===== config.mk =====
export PLATFORM = sky130hd
export DESIGN_NAME = ifetch_unit_flat
export DESIGN_NICKNAME = d
export VERILOG_FILES = /design/src/rtl/riscv_core_pkg.sv /design/src/rtl/ifetch_unit_if.sv /design/src/rtl/fetch_fifo.sv /design/src/rtl/ifetch_unit.sv /design/src/flat_wrapper.sv
export SDC_FILE = /design/constraint.sdc
export NUM_CORES = 1
export LEC_CHECK = 0
export CAP_MARGIN = 10
export CORE_UTILIZATION = 40
export DETAILED_ROUTE_END_ITERATION = 8
export GPL_TIMING_DRIVEN = 0
export SYNTH_ARGS = -nofsm -noshare
export SYNTH_HDL_FRONTEND = slang
export SYNTH_HIERARCHICAL = 1
export SYNTH_SLANG_ARGS = --single-unit

===== constraint.sdc =====
create_clock -name clk -period 3.9 [get_ports clk]
set_input_delay 0.975 -clock clk [delete_from_list [all_inputs] [get_ports clk]]
set_output_delay 0.975 -clock clk [all_outputs]
set_load 0.01 [all_outputs]

===== src/rtl/riscv_core_pkg.sv =====
// Shared types and constants for the RISC-V core front end.
package riscv_core_pkg;

    localparam int XLEN = 32;
    localparam int ILEN = 32;

    localparam logic [ILEN-1:0] INST_NOP         = 32'h0000_0013;
    localparam logic [XLEN-1:0] RESET_PC_DEFAULT = 32'h0000_0000;
    localparam logic [XLEN-1:0] PC_INC           = 32'd4;

    // One buffered fetch result: the instruction word and the PC it came from.
    typedef struct packed {
        logic [XLEN-1:0] pc;
        logic [ILEN-1:0] inst;
    } fetchEntry_t;

    function automatic logic [XLEN-1:0] alignPc(input logic [XLEN-1:0] pc);
        return pc & ~(XLEN'(3));
    endfunction

endpackage


===== src/rtl/ifetch_unit_if.sv =====
// Fetch-stage bus bundle: control from the core, the instruction-memory
// channel and the decode-side instruction stream.
interface ifetch_unit_if;
    import riscv_core_pkg::*;

    logic            fetch_en;
    logic            redirect_valid;
    logic [XLEN-1:0] redirect_pc;

    logic            imem_req_valid;
    logic            imem_req_ready;
    logic [XLEN-1:0] imem_req_addr;
    logic            imem_rsp_valid;
    logic [ILEN-1:0] imem_rsp_data;

    logic            inst_valid;
    logic            inst_ready;
    logic [ILEN-1:0] inst_data;
    logic [XLEN-1:0] inst_pc;

    modport master (
        input  fetch_en, redirect_valid, redirect_pc,
        input  imem_req_ready, imem_rsp_valid, imem_rsp_data,
        input  inst_ready,
        output imem_req_valid, imem_req_addr,
        output inst_valid, inst_data, inst_pc
    );

    modport slave (
        output fetch_en, redirect_valid, redirect_pc,
        output imem_req_ready, imem_rsp_valid, imem_rsp_data,
        output inst_ready,
        input  imem_req_valid, imem_req_addr,
        input  inst_valid, inst_data, inst_pc
    );

endinterface


===== src/rtl/fetch_fifo.sv =====
// Small synchronous FIFO holding {pc, inst} pairs between memory and decode.
module fetch_fifo #(
    parameter int DEPTH = 2,
    parameter int WIDTH = 64
) (
    input  logic                   clk,
    input  logic                   rst_n,
    input  logic                   flush,
    input  logic                   push,
    input  logic [WIDTH-1:0]       pushData,
    input  logic                   pop,
    output logic [WIDTH-1:0]       headData,
    output logic [$clog2(DEPTH):0] count,
    output logic                   full,
    output logic                   empty
);

    localparam int AW = $clog2(DEPTH);
    localparam logic [AW:0] DEPTH_W = (AW+1)'(DEPTH);

    logic [WIDTH-1:0] mem [DEPTH];
    logic [AW-1:0]    wrPtr;
    logic [AW-1:0]    rdPtr;
    logic [AW:0]      cnt;
    logic             doPush;
    logic             doPop;

    assign empty    = (cnt == '0);
    assign full     = (cnt == DEPTH_W);
    assign count    = cnt;
    assign headData = mem[rdPtr];

    // A pop frees a slot in the same cycle, so a full FIFO can still accept.
    assign doPop  = pop && !empty;
    assign doPush = push && (!full || doPop);

    always_ff @(posedge clk or negedge rst_n) begin
        if (!rst_n) begin
            for (int i = 0; i < DEPTH; i++) begin
                mem[i] <= '0;
            end
        end else if (doPush && !flush) begin
            mem[wrPtr] <= pushData;
        end
    end

    always_ff @(posedge clk or negedge rst_n) begin
        if (!rst_n) begin
            wrPtr <= '0;
            rdPtr <= '0;
            cnt   <= '0;
        end else if (flush) begin
            wrPtr <= '0;
            rdPtr <= '0;
            cnt   <= '0;
        end else begin
            if (doPush) begin
                wrPtr <= wrPtr + AW'(1);
            end
            if (doPop) begin
                rdPtr <= rdPtr + AW'(1);
            end
            cnt <= cnt + (AW+1)'(doPush) - (AW+1)'(doPop);
        end
    end

    overflowCheck: assert property (@(posedge clk) disable iff (!rst_n)
        !(push && !flush && full && !pop));

endmodule


===== src/rtl/ifetch_unit.sv =====
// Fetch stage: sequential PC, credit-limited imem requests, stale-response
// kill counter after redirects, and the instruction buffer toward decode.
module ifetch_unit
    import riscv_core_pkg::*;
#(
    parameter logic [XLEN-1:0] RESET_PC   = RESET_PC_DEFAULT,
    parameter int              FIFO_DEPTH = 2
) (
    input logic           clk,
    input logic           rst_n,
    ifetch_unit_if.master bus
);

    localparam int          CW      = $clog2(FIFO_DEPTH) + 1;
    localparam logic [CW:0] DEPTH_W = (CW+1)'(FIFO_DEPTH);

    logic [XLEN-1:0] fetchPc;
    logic [XLEN-1:0] rspPc;
    logic [CW-1:0]   inflight;
    logic [CW-1:0]   inflightNext;
    logic [CW-1:0]   kill;
    logic [CW-1:0]   fifoCount;
    logic            creditOk;
    logic            reqValid;
    logic            reqFire;
    logic            rspKeep;
    logic            fifoPop;
    logic            fifoFull;
    logic            fifoEmpty;
    fetchEntry_t     pushEntry;
    fetchEntry_t     headEntry;

    // Requests in flight plus buffered entries never exceed the buffer size,
    // so every response is guaranteed a slot without backpressure.
    assign creditOk = ({1'b0, inflight} + {1'b0, fifoCount}) < DEPTH_W;
    assign reqValid = rst_n && bus.fetch_en && creditOk && !bus.redirect_valid;
    assign reqFire  = reqValid && bus.imem_req_ready;

    assign bus.imem_req_valid = reqValid;
    assign bus.imem_req_addr  = fetchPc;

    assign inflightNext = inflight + CW'(reqFire) - CW'(bus.imem_rsp_valid);

    // A response landing in a redirect cycle belongs to the old stream.
    assign rspKeep = bus.imem_rsp_valid && (kill == '0) && !bus.redirect_valid;
    assign fifoPop = !fifoEmpty && bus.inst_ready;

    assign pushEntry.pc   = rspPc;
    assign pushEntry.inst = bus.imem_rsp_data;

    always_ff @(posedge clk or negedge rst_n) begin
        if (!rst_n) begin
            fetchPc  <= RESET_PC;
            rspPc    <= RESET_PC;
            inflight <= '0;
            kill     <= '0;
        end else begin
            inflight <= inflightNext;
            if (bus.redirect_valid) begin
                fetchPc <= alignPc(bus.redirect_pc);
                rspPc   <= alignPc(bus.redirect_pc);
                kill    <= inflightNext;
            end else begin
                if (reqFire) begin
                    fetchPc <= fetchPc + PC_INC;
                end
                if (rspKeep) begin
                    rspPc <= rspPc + PC_INC;
                end
                if (bus.imem_rsp_valid && (kill != '0)) begin
                    kill <= kill - CW'(1);
                end
            end
        end
    end

    fetch_fifo #(
        .DEPTH (FIFO_DEPTH),
        .WIDTH (XLEN + ILEN)
    ) u_fifo (
        .clk      (clk),
        .rst_n    (rst_n),
        .flush    (bus.redirect_valid),
        .push     (rspKeep),
        .pushData (pushEntry),
        .pop      (fifoPop),
        .headData (headEntry),
        .count    (fifoCount),
        .full     (fifoFull),
        .empty    (fifoEmpty)
    );

    assign bus.inst_valid = !fifoEmpty;
    assign bus.inst_data  = headEntry.inst;
    assign bus.inst_pc    = headEntry.pc;

    killBound: assert property (@(posedge clk) disable iff (!rst_n)
        kill <= inflight);
    noStrayResponse: assert property (@(posedge clk) disable iff (!rst_n)
        !(bus.imem_rsp_valid && inflight == '0));
    noPushWhenFull: assert property (@(posedge clk) disable iff (!rst_n)
        !(rspKeep && fifoFull && !fifoPop));

endmodule


===== src/flat_wrapper.sv =====
// flat-port wrapper written by rule: the top's interface ports become plain ports
module ifetch_unit_flat import riscv_core_pkg::*;
#(
    parameter logic [XLEN-1:0] RESET_PC   = RESET_PC_DEFAULT,
    parameter int              FIFO_DEPTH = 2
)
  (clk, rst_n, bus_fetch_en, bus_redirect_valid, bus_redirect_pc, bus_imem_req_ready, bus_imem_rsp_valid, bus_imem_rsp_data, bus_inst_ready, bus_imem_req_valid, bus_imem_req_addr, bus_inst_valid, bus_inst_data, bus_inst_pc);
  ifetch_unit_if bus_i ();
  input logic clk;
  input logic rst_n;
  input wire logic [$bits(bus_i.fetch_en)-1:0] bus_fetch_en;
  input wire logic [$bits(bus_i.redirect_valid)-1:0] bus_redirect_valid;
  input wire logic [$bits(bus_i.redirect_pc)-1:0] bus_redirect_pc;
  input wire logic [$bits(bus_i.imem_req_ready)-1:0] bus_imem_req_ready;
  input wire logic [$bits(bus_i.imem_rsp_valid)-1:0] bus_imem_rsp_valid;
  input wire logic [$bits(bus_i.imem_rsp_data)-1:0] bus_imem_rsp_data;
  input wire logic [$bits(bus_i.inst_ready)-1:0] bus_inst_ready;
  output wire logic [$bits(bus_i.imem_req_valid)-1:0] bus_imem_req_valid;
  output wire logic [$bits(bus_i.imem_req_addr)-1:0] bus_imem_req_addr;
  output wire logic [$bits(bus_i.inst_valid)-1:0] bus_inst_valid;
  output wire logic [$bits(bus_i.inst_data)-1:0] bus_inst_data;
  output wire logic [$bits(bus_i.inst_pc)-1:0] bus_inst_pc;
  assign bus_i.fetch_en = bus_fetch_en;
  assign bus_i.redirect_valid = bus_redirect_valid;
  assign bus_i.redirect_pc = bus_redirect_pc;
  assign bus_i.imem_req_ready = bus_imem_req_ready;
  assign bus_i.imem_rsp_valid = bus_imem_rsp_valid;
  assign bus_i.imem_rsp_data = bus_imem_rsp_data;
  assign bus_i.inst_ready = bus_inst_ready;
  assign bus_imem_req_valid = bus_i.imem_req_valid;
  assign bus_imem_req_addr = bus_i.imem_req_addr;
  assign bus_inst_valid = bus_i.inst_valid;
  assign bus_inst_data = bus_i.inst_data;
  assign bus_inst_pc = bus_i.inst_pc;
  ifetch_unit #(.RESET_PC(RESET_PC), .FIFO_DEPTH(FIFO_DEPTH)) u_core (.clk(clk), .rst_n(rst_n), .bus(bus_i));
endmodule

==> results.yml <==
run_status:
  outcome: "completed"
pwr:
  vdd_drop_max_v: 0.0002560
  power_density_nw_per_um2: 580.9
  p_leak_uw: 0.005213
  finalPower_uw: 7172
worst_setup_path:
  worstSetupStartpointType: "input port"
  worst_r2r_startpoint: "u_core/u_fifo/count[0]$_DFF_PN0_"
  cp.required_ps: 2920
  crit_type: "in2out"
  end_kind: "output pin"
  reg2regPathDepth: 13
  crit_arrival_ps: 2850
  reg2reg_setup_slack_ps: 770
  cp_max_fo: 9
  r2r-end: "u_core/kill[1]$_DFFE_PN0P_"
final_layout:
  final_cells: 1248
  antennaDiodeCount: 0
  layout_common_cells: "dfrtp_1, clkdlybuf4s50_1, mux2_2"
  syn_to_final_growth_pct: 28.19
  stdcell_area_um2: 12350
  final_common_cell: "dfrtp_1"
  finalNetCount: 996
  layout-drive-gt1-share: 0.3003
timing:
  final_max_slew_viol_count: 0
  setup_viol: 0
  slew_headroom: 0.3200
  finalHoldViolCount: 0
  fin_ws_ps: 79.65
  min_period_ps: 3820
  rsz0062_at_grt: "true"
  worstMarginPinSlew_ps: 1016
  skew_ps: 13.17
  post-route-period-util: 0.9796
  max_freq_ghz: 0.2618
die:
  die_x_um: 157.2
  ios: 169
  core_area_um2: 23540
  die_area_um2: 24700
  num_rows: 56
  die_y_um: 157.2
  initial_core_util: 0.4091
clocking:
  path_clk_slew_ps: 70
  cts.sinks: 196
  cts_buffer_depth: 2
  hold_buffers: 0
  h-tree-depth: 4
  numCtsBuffers: 17
  clk_latency_ps: 440
  cts-root-buf: "clkbuf_16"
  cts_tree: "yes"
routing:
  wire_per_inst_um: 18.64
  dr.first_iter.drc_count: 279
  drtAntennaViolNets: 0
  vias: 6313
  firstDrtPassIters: 4
  drc: 0
  post_drt_via_cell_ratio: 5.058
  wl_um: 23260
flow_run:
  maxCapViolCount: 0
placed_design:
  dpl.cell_count: 1217
  dp_hpwl_um: 16270
  portBuffers: 164
  place.gp.congestion: 0.7919
  dpl_cell_area_um2: 11720
  dp_slack_ps: -803.9
synthesis:
  synth.avg_cell_area_um2: 13.23
  syn_area_um2: 9630
  yosysWarnings: 6
  syn_inst: 728
global_routing:
  antenna_found_initial: 0
  grt_usage: 0.1993
  grt_max_degree: 91
  grt_pass1_vias: 6636
  grt_pass1_wl_um: 37260
  overflow: 0
hold_path:
  hold_path_class: "in2async"
==> state kept, by name, indices dropped and copies added (netlist names) <==
signal,count
u_core/u_fifo/mem,128
u_core/bus.imem_req_addr,30
u_core/rspPc,30
u_core/inflight,2
u_core/kill,2
u_core/u_fifo/count,2
u_core/u_fifo/rdPtr,1
u_core/u_fifo/wrPtr,1
==> per-stage QoR <==
step / hold WS, ps / setup TNS (ps) / util
after floorplan: 452.2 / 0 / -
after global placement: 462.4 / -1568480 / 0.4965
after detailed placement: 474.3 / -9094 / 0.4979
after CTS: 484.3 / 0 / 0.5242
after global routing: 457.0 / -65.53 / 0.5244
final: 452.6 / 0 / 0.5244
==> worst max-delay path, cell delays in order <==
cell	delay [ps]
clkdlybuf4s50_1	640
nor4b_4	510
and2_1	180
clkdlybuf4s50_1	530
==> layout make-up <==
type,count,area (um2)
tap,319,399.1
sequential,196,4905
clock inverter,12,111.4
buffer,34,214.0
fill,2114,11200
timing repair buffer,166,1719
inverter,15,56.30
clock buffer,19,452.9
multi-input combinational,487,4488
==> routing by layer <==
layer | vias to the layer above | global-route usage | share of wire
met3 | 19 | 0.05920 | 0.069
li1 | 2992 | - | -
met1 | 3124 | 0.2751 | 0.47
met4 | 0 | 0.04485 | 0.010
met5 | - | 0 | 0
met2 | 178 | 0.3072 | 0.45
==> how the worst max path moves through the flow <==
stage                                     start                         end  slack (ps)  cells after the start
2_1_floorplan  u_core/u_fifo/count[0]$_DFF_PN0_  u_core/kill[1]$_DFFE_PN0P_        1060                     13
3_3_place_gp                              rst_n          bus_imem_req_valid       -7210                      4
3_5_place_dp                              rst_n          bus_imem_req_valid        -800                      5
4_1_cts                                   rst_n          bus_imem_req_valid           2                      5
5_1_grt                                   rst_n          bus_imem_req_valid         -70                      5
6_report                     bus_redirect_valid          bus_imem_req_valid          80                      4
==> power by group <==
part	leakage, uW	internal [uW]	switching (uW)
sequential	0.00244	2660	370
combinational	0.00250	1600	852
clock	0.000277	873	824
total	0.00521	5130	2050
==> repair_timing <==
action,in CTS,in global routing
resized for setup,4,3
gates cloned,1,0
endpoints found under the setup margin,14,35
setup buffers,0,0
hold endpoints to repair,0,0
Note: power is estimated with default switching activity, not from simulation.
